`config.mk`:
```
export PLATFORM = sky130hd
export DESIGN_NAME = axis_chk_lane
export DESIGN_NICKNAME = d
export VERILOG_FILES = /design/src/rtl/axis_chk_pkg.sv /design/src/rtl/axis_chk_lane.sv
export SDC_FILE = /design/constraint.sdc
export NUM_CORES = 1
export LEC_CHECK = 0
export BUFFER_PORTS_ARGS = -buffer_cell sky130_fd_sc_hd__buf_2
export CAP_MARGIN = 20
export CORE_ASPECT_RATIO = 0.75
export CORE_UTILIZATION = 43
export CTS_BUF_LIST = sky130_fd_sc_hd__clkbuf_8 sky130_fd_sc_hd__clkbuf_16
export DETAILED_ROUTE_END_ITERATION = 10
export PLACE_DENSITY = 0.86
export SLEW_MARGIN = 20
export SYNTH_ARGS = -nofsm -noshare
export SYNTH_HDL_FRONTEND = slang
export SYNTH_SLANG_ARGS = --single-unit
```
`constraint.sdc`:
```
create_clock -name clk -period 1.7 [get_ports clk]
set_input_delay 0.255 -clock clk [delete_from_list [all_inputs] [get_ports clk]]
set_output_delay 0.255 -clock clk [all_outputs]
set_load 0.05 [all_outputs]
```
`src/rtl/axis_chk_pkg.sv`:
```
// Shared types and helpers for the AXI-Stream output-versus-expected checker.
package axis_chk_pkg;

  typedef enum logic [1:0] {
    IDLE = 2'd0,
    RUN  = 2'd1,
    DONE = 2'd2,
    TOUT = 2'd3
  } state_t;

  localparam logic [31:0] LFSR_POLY = 32'h80200003;

  // Widest tdata the keep expander handles; callers cast the result down to their W.
  localparam int MAX_W  = 1024;
  localparam int MAX_KB = MAX_W / 8;

  function automatic logic [MAX_W-1:0] keep_mask(input logic [MAX_KB-1:0] keep);
    logic [MAX_W-1:0] m;
    m = '0;
    for (int i = 0; i < MAX_KB; i++) begin
      m[i*8 +: 8] = {8{keep[i]}};
    end
    return m;
  endfunction

endpackage

```
`src/rtl/axis_chk_lane.sv`:
```
// One channel: byte-wise compare of an output/expected beat pair under tkeep,
// beat index and end-of-stream tracking; results registered one cycle after the accept.
module axis_chk_lane
  import axis_chk_pkg::*;
#(
  parameter int W     = 64,
  parameter int ERR_W = 32
) (
  input  logic             clk,
  input  logic             rst,
  input  logic             clr,
  input  logic             run,
  input  logic             gate,
  input  logic [W-1:0]     out_tdata,
  input  logic [W/8-1:0]   out_tkeep,
  input  logic             out_tlast,
  input  logic             out_tvalid,
  input  logic [W-1:0]     exp_tdata,
  input  logic [W/8-1:0]   exp_tkeep,
  input  logic             exp_tlast,
  input  logic             exp_tvalid,
  output logic             tready,
  output logic             ch_fin,
  output logic             res_err,
  output logic [ERR_W-1:0] res_idx,
  output logic [W-1:0]     res_out,
  output logic [W-1:0]     res_exp
);

  logic [ERR_W-1:0] beat_idx;
  logic [W-1:0]     out_mask;
  logic [W-1:0]     exp_mask;
  logic [W-1:0]     out_masked;
  logic [W-1:0]     exp_masked;
  logic             mism;

  // Both streams share one ready so they always move together.
  assign tready = run & ~ch_fin & gate & out_tvalid & exp_tvalid;

  always_comb begin
    out_mask   = W'(keep_mask(MAX_KB'(out_tkeep)));
    exp_mask   = W'(keep_mask(MAX_KB'(exp_tkeep)));
    out_masked = out_tdata & out_mask;
    exp_masked = exp_tdata & exp_mask;
    mism       = (|((out_tdata ^ exp_tdata) & exp_mask)) |
                 (out_tkeep != exp_tkeep) | (out_tlast != exp_tlast);
  end

  always_ff @(posedge clk) begin
    if (rst || clr) begin
      beat_idx <= '0;
      ch_fin   <= 1'b0;
      res_err  <= 1'b0;
      res_idx  <= '0;
      res_out  <= '0;
      res_exp  <= '0;
    end else begin
      res_err <= tready & mism;
      if (tready) begin
        res_idx  <= beat_idx;
        res_out  <= out_masked;
        res_exp  <= exp_masked;
        beat_idx <= beat_idx + ERR_W'(1);
        // Either side ending closes the channel, so a length mismatch costs one error.
        if (out_tlast || exp_tlast) ch_fin <= 1'b1;
      end
    end
  end

endmodule

```
Word level (Yosys, flattened, before mapping)

Index checks and enable logic that the tools add are counted.

Reductions and logical operators: 4
Bitwise logic cells: 12
Equality and inequality tests: 2
Add/subtract/negate cells: 1

Operator list:

| cell                                                             | count |
|---|---|
| 64-bit bitwise AND                                               | 3 |
| 64-bit OR reduction                                              | 1 |
| 64-bit bitwise XOR                                               | 1 |
| 32-bit by 1-bit adder with 32-bit output (second input constant) | 1 |
| 8-bit != test                                                    | 1 |
| 1-bit bitwise AND                                                | 5 |
| 1-bit logical OR                                                 | 2 |
| 1-bit bitwise OR                                                 | 2 |
| 2-bit AND reduction                                              | 1 |
| 1-bit != test                                                    | 1 |
| 1-bit inverter                                                   | 1 |

Bits in registers: 194
Bits of input ports: 153

Depth between registers and ports, before layout

Word-level depth: 6
Gate-level depth with buffers: 8
Gate-level depth less buffers: 6

Least setup slack after synthesis

OpenSTA, ideal clock, no wires.

Path kind: reg-to-reg
Start: register ch_fin
End: register res_idx[5]
Clock period less this slack: 2.147 ns
Arrival: 2.076 ns
Setup time: 0.071 ns
Slack: -0.447 ns
Cell stages (with the launch flop): 8
Cell sequence: dfxtp_1 > nand2b_1 > buf_2 > inv_1 > clkbuf_1 > buf_1 > nand2_1 > a21oi_1

Longest elaborated chain between the ends: 5

RTL lines:

| element                        | RTL line            | text |
|---|---|---|
| start: declaration             | axis_chk_lane.sv:23 | `output logic ch_fin,` |
| start signal: assignment       | axis_chk_lane.sv:52 | `ch_fin <= 1'b0;` |
| start signal: assignment       | axis_chk_lane.sv:65 | `if (out_tlast \|\| exp_tlast) ch_fin <= 1'b1;` |
| 1-bit inverter                 | axis_chk_lane.sv:38 | `assign tready = run & ~ch_fin & gate & out_tvalid & exp_tvalid;` |
| 1-bit bitwise AND (4 in a row) | axis_chk_lane.sv:38 |  |
| via tready                     | axis_chk_lane.sv:22 | `output logic tready,` |
| end signal: assignment         | axis_chk_lane.sv:60 | `res_idx <= beat_idx;` |
| end: declaration               | axis_chk_lane.sv:25 | `output logic [ERR_W-1:0] res_idx,` |

The timed path passes the listed nets, and every way through them passes these cells.
A chain may end at the register's enable or synchronous reset.

Worst setup path in the final report

Start: register beat_idx[26]
End: register beat_idx[31]

Longest elaborated chain between the ends: 1

RTL lines:

| element                                  | RTL line            | text |
|---|---|---|
| start: declaration                       | axis_chk_lane.sv:30 | `logic [ERR_W-1:0] beat_idx;` |
| start signal: assignment                 | axis_chk_lane.sv:63 | `beat_idx <= beat_idx + ERR_W'(1);` |
| 32-bit by 1-bit adder with 32-bit output | axis_chk_lane.sv:63 |  |

No other way between the ends.

==> results_dict.tcl <==
set metrics [dict create \
    gp_congestion 0.8335 \
    grt_antenna_before_repair 0 \
    io_buffer_count 315 \
    hold_path.class "input pin to flop" \
    synth_mux_area_share_pct 0 \
    peakVddDrop_v 0.0005872 \
    clock_path_buffers 2 \
    cts_made_buffers 17 \
    max_freq_mhz 600.8 \
    cp.required_ns 2.06 \
    final_cells 1278 \
    drt-initial-drc-count 591 \
    yosys.area.top_type_share_pct 52.03 \
    synthTopCellsByArea "dfxtp_1, a32o_1, xnor2_1" \
    num_antenna_cells 0 \
    synthSimpleGateAreaFrac_pct 11.93 \
    htreeDepth 4 \
    drtPass1Iterations 6 \
    drcViolationCount 0 \
    relSlewSlack_pct 73.04 \
    finalCritPeriodShare_pct 97.90 \
    drive_gt1_share_pct 39.98 \
    synthAdderAreaFrac_pct 0.3352 \
    cts_tree "built" \
    synth.distinct_cells 32 \
    numPlacedInstances 1241 \
    core-area_um2 16880 \
    wire_per_inst_um 18.30 \
    cts_root_buf "clkbuf_16" \
    crit_fanout 4 \
    drv_slew 0 \
    post-route-cell-area_um2 10310 \
    finalSetupViolCount 0 \
    route.met2.wl_um 11410 \
    initial_utilization_pct 44.23 \
    yosys_warnings 0 \
    reg2reg_depth 5 \
    clk_pin_slew_worst_paths_ns 0.08 \
    fin_nets 1205 \
    synth-xor-area-share_pct 11.73 \
    syn-num-nets 879 \
    dp_hpwl_um 17450 \
    grt_remaining_overflow 0 \
    fin_worst_skew_ns 0.01659 \
    layout_min_cycle_time_ns 1.664 \
    track_usage_pct 25.14 \
    cap_viol_max_count 0 \
    grt_pass1_vias 6634 \
    postSynthCellCount 724 \
    ant_nets 0 \
    p_leak_uw 0.004419 \
    highest_layer "met4" \
    dpl_cell_area_um2 9573 \
    holdPathStages 2 \
    viasPerCell 5.585 \
    die_w_um 154.1 \
    worst_ep_arrival_time_ns 2.02 \
    route.met3.wl_um 1542 \
    syn_to_final_growth_pct 38.08 \
    grt_max_degree 63 \
    crit_type "flop to flop" \
    synth-compound-area-share_pct 20.43 \
    fp-row-count 41 \
    die_h_um 116.1 \
    synth.ff_latch_count 194 \
    critPathCaptureType "flop" \
    ios 316 \
    rsz0062_at_grt "yes" \
    ys_seq_area_share_pct 52.03 \
    yosysTopAreaCell "dfxtp_1" \
    synth_top_family_by_area "compound AO/OA/AOI/OAI gates" \
    vias 7138 \
    cellPowerDensity_nw_per_um2 905.8 \
    grt_pass1_wl_um 34720 \
    status "completed" \
    dieArea_um2 17900 \
    hold_viol_final 0 \
    syn_area_um2 7465 \
    synth_area_per_cell_um2 10.31 \
    critPathLaunchType "flop" \
    cts_sinks 194 \
    wl_um 23390 \
    clk_latency_ns 0.43 \
    worst-slew-pin-transition_ns 0.4034 \
    drt-met1-wl_um 9997 \
]
## sequential cells by signal (all words and copies together), names as in the netlist
signal and cells:
res_out 64, res_idx 32, res_exp 64, res_err 1
beat_idx 32, ch_fin 1
## what timing repair did
action / CTS / global route
endpoints found under the hold margin: 0 / 0
buffers inserted: 0 / 4
pin swaps: 0 / 4
setup endpoints to repair: 5 / 11
hold buffers: 0 / 0
gates resized for setup: 9 / 14
gates cloned: 0 / 1
## kinds of logic after synthesis
group,after synthesis
flip-flops,194
AND/OR/NAND/NOR,182
AO/OA/AOI/OAI,176
XOR/XNOR,100
buffers and inverters,70
adder cells (fa/ha/maj),2
## metrics by stage
stage	setup TNS [ns]	hold slack, ns	setup slack (ns)	total power (uW)	utilization, %
finish	0	0.08750	0.03568	9337	61.07
global route	-0.04355	0.07265	-0.03808	9637	61.07
CTS	-0.0002891	0.07480	-0.0002891	9382	60.43
detailed placement	-0.1373	0.4442	-0.07861	5452	56.72
global placement	0	0.4391	0.03150	5441	56.72
floorplan	0	0.4094	0.001313	5046	-
## Yosys cell counts
cell / n
xor2_1: 11
nand2b_1: 1
or2_2: 1
buf_1: 11
or2_0: 1
a21oi_1: 36
xnor2_1: 89
buf_2: 1
nand2_1: 74
a32o_1: 128
nand4_4: 1
and4_1: 4
or3_4: 1
dfxtp_1: 194
nor2_1: 35
and4_4: 1
and3_1: 2
o21ai_0: 11
and4b_1: 1
nor3b_1: 1
nand4_2: 1
nand4b_1: 2
or3_1: 3
and2_1: 1
nand4_1: 24
o31a_1: 1
clkbuf_1: 49
ha_1: 2
nor3_1: 11
inv_1: 9
nor4_1: 7
nand3_1: 10
## cells in the final DEF, fill, tap and decap left out, types with 3 or more instances in the layout
cell,count
buf_2,314
dfxtp_1,186
a32o_1,128
xnor2_1,89
nand2_1,74
buf_4,42
a21oi_1,36
nor2_1,33
nand4_1,24
clkbuf_16,17
o21ai_0,11
nor3_1,11
xor2_1,11
nand3_1,10
inv_1,9
buf_12,8
nor4_4,5
dfxtp_2,5
and4_4,4
or3_1,3
dfxtp_4,3
inv_6,3
buf_6,3
## worst paths after layout
path                                  start                         to  slack (ns)
setup / recovery  beat_idx[26]$_SDFFE_PP0P_  beat_idx[31]$_SDFFE_PP0P_        0.04
hold / removal                out_tdata[47]   res_out[47]$_SDFFE_PP0P_        0.09
setup reg to reg  beat_idx[26]$_SDFFE_PP0P_  beat_idx[31]$_SDFFE_PP0P_        0.04
hold reg to reg    res_idx[19]$_SDFFE_PP0P_   res_idx[19]$_SDFFE_PP0P_        0.45
## worst max-delay path, stage by stage, from the launching register on
cell,delay [ns]
dfxtp_1,0.36
and4_1,0.32
nand4_1,0.15
or2_2,0.31
or3_1,0.34
a21oi_1,0.12
## area by class of cell
| class | instances | area [um^2] |
|---|---|---|
| fill | 1424 | 6570 |
| sequential | 194 | 3901 |
| multi-input combinational | 460 | 3420 |
| timing repair buffer | 368 | 2096 |
| clock buffer | 18 | 439.2 |
| tap | 215 | 269.0 |
| clock inverter | 14 | 148.9 |
| inverter | 9 | 33.78 |
## metal layers
layer / GRT usage (%) / vias to the layer above
met5: 0 / -
met2: 41.45 / 286
met3: 6.048 / 33
met4: 9.200 / 0
li1: - / 3346
met1: 32.38 / 3473
## where the power goes
| group | leakage (uW) | total, uW | internal [uW] | switching, uW |
|---|---|---|---|---|
| clock | 0.000288 | 3980 | 2110 | 1870 |
| sequential | 0.00157 | 4560 | 4550 | 8.07 |
| combinational | 0.00256 | 796 | 327 | 469 |
No activity file was read; power rests on OpenSTA's default activity.
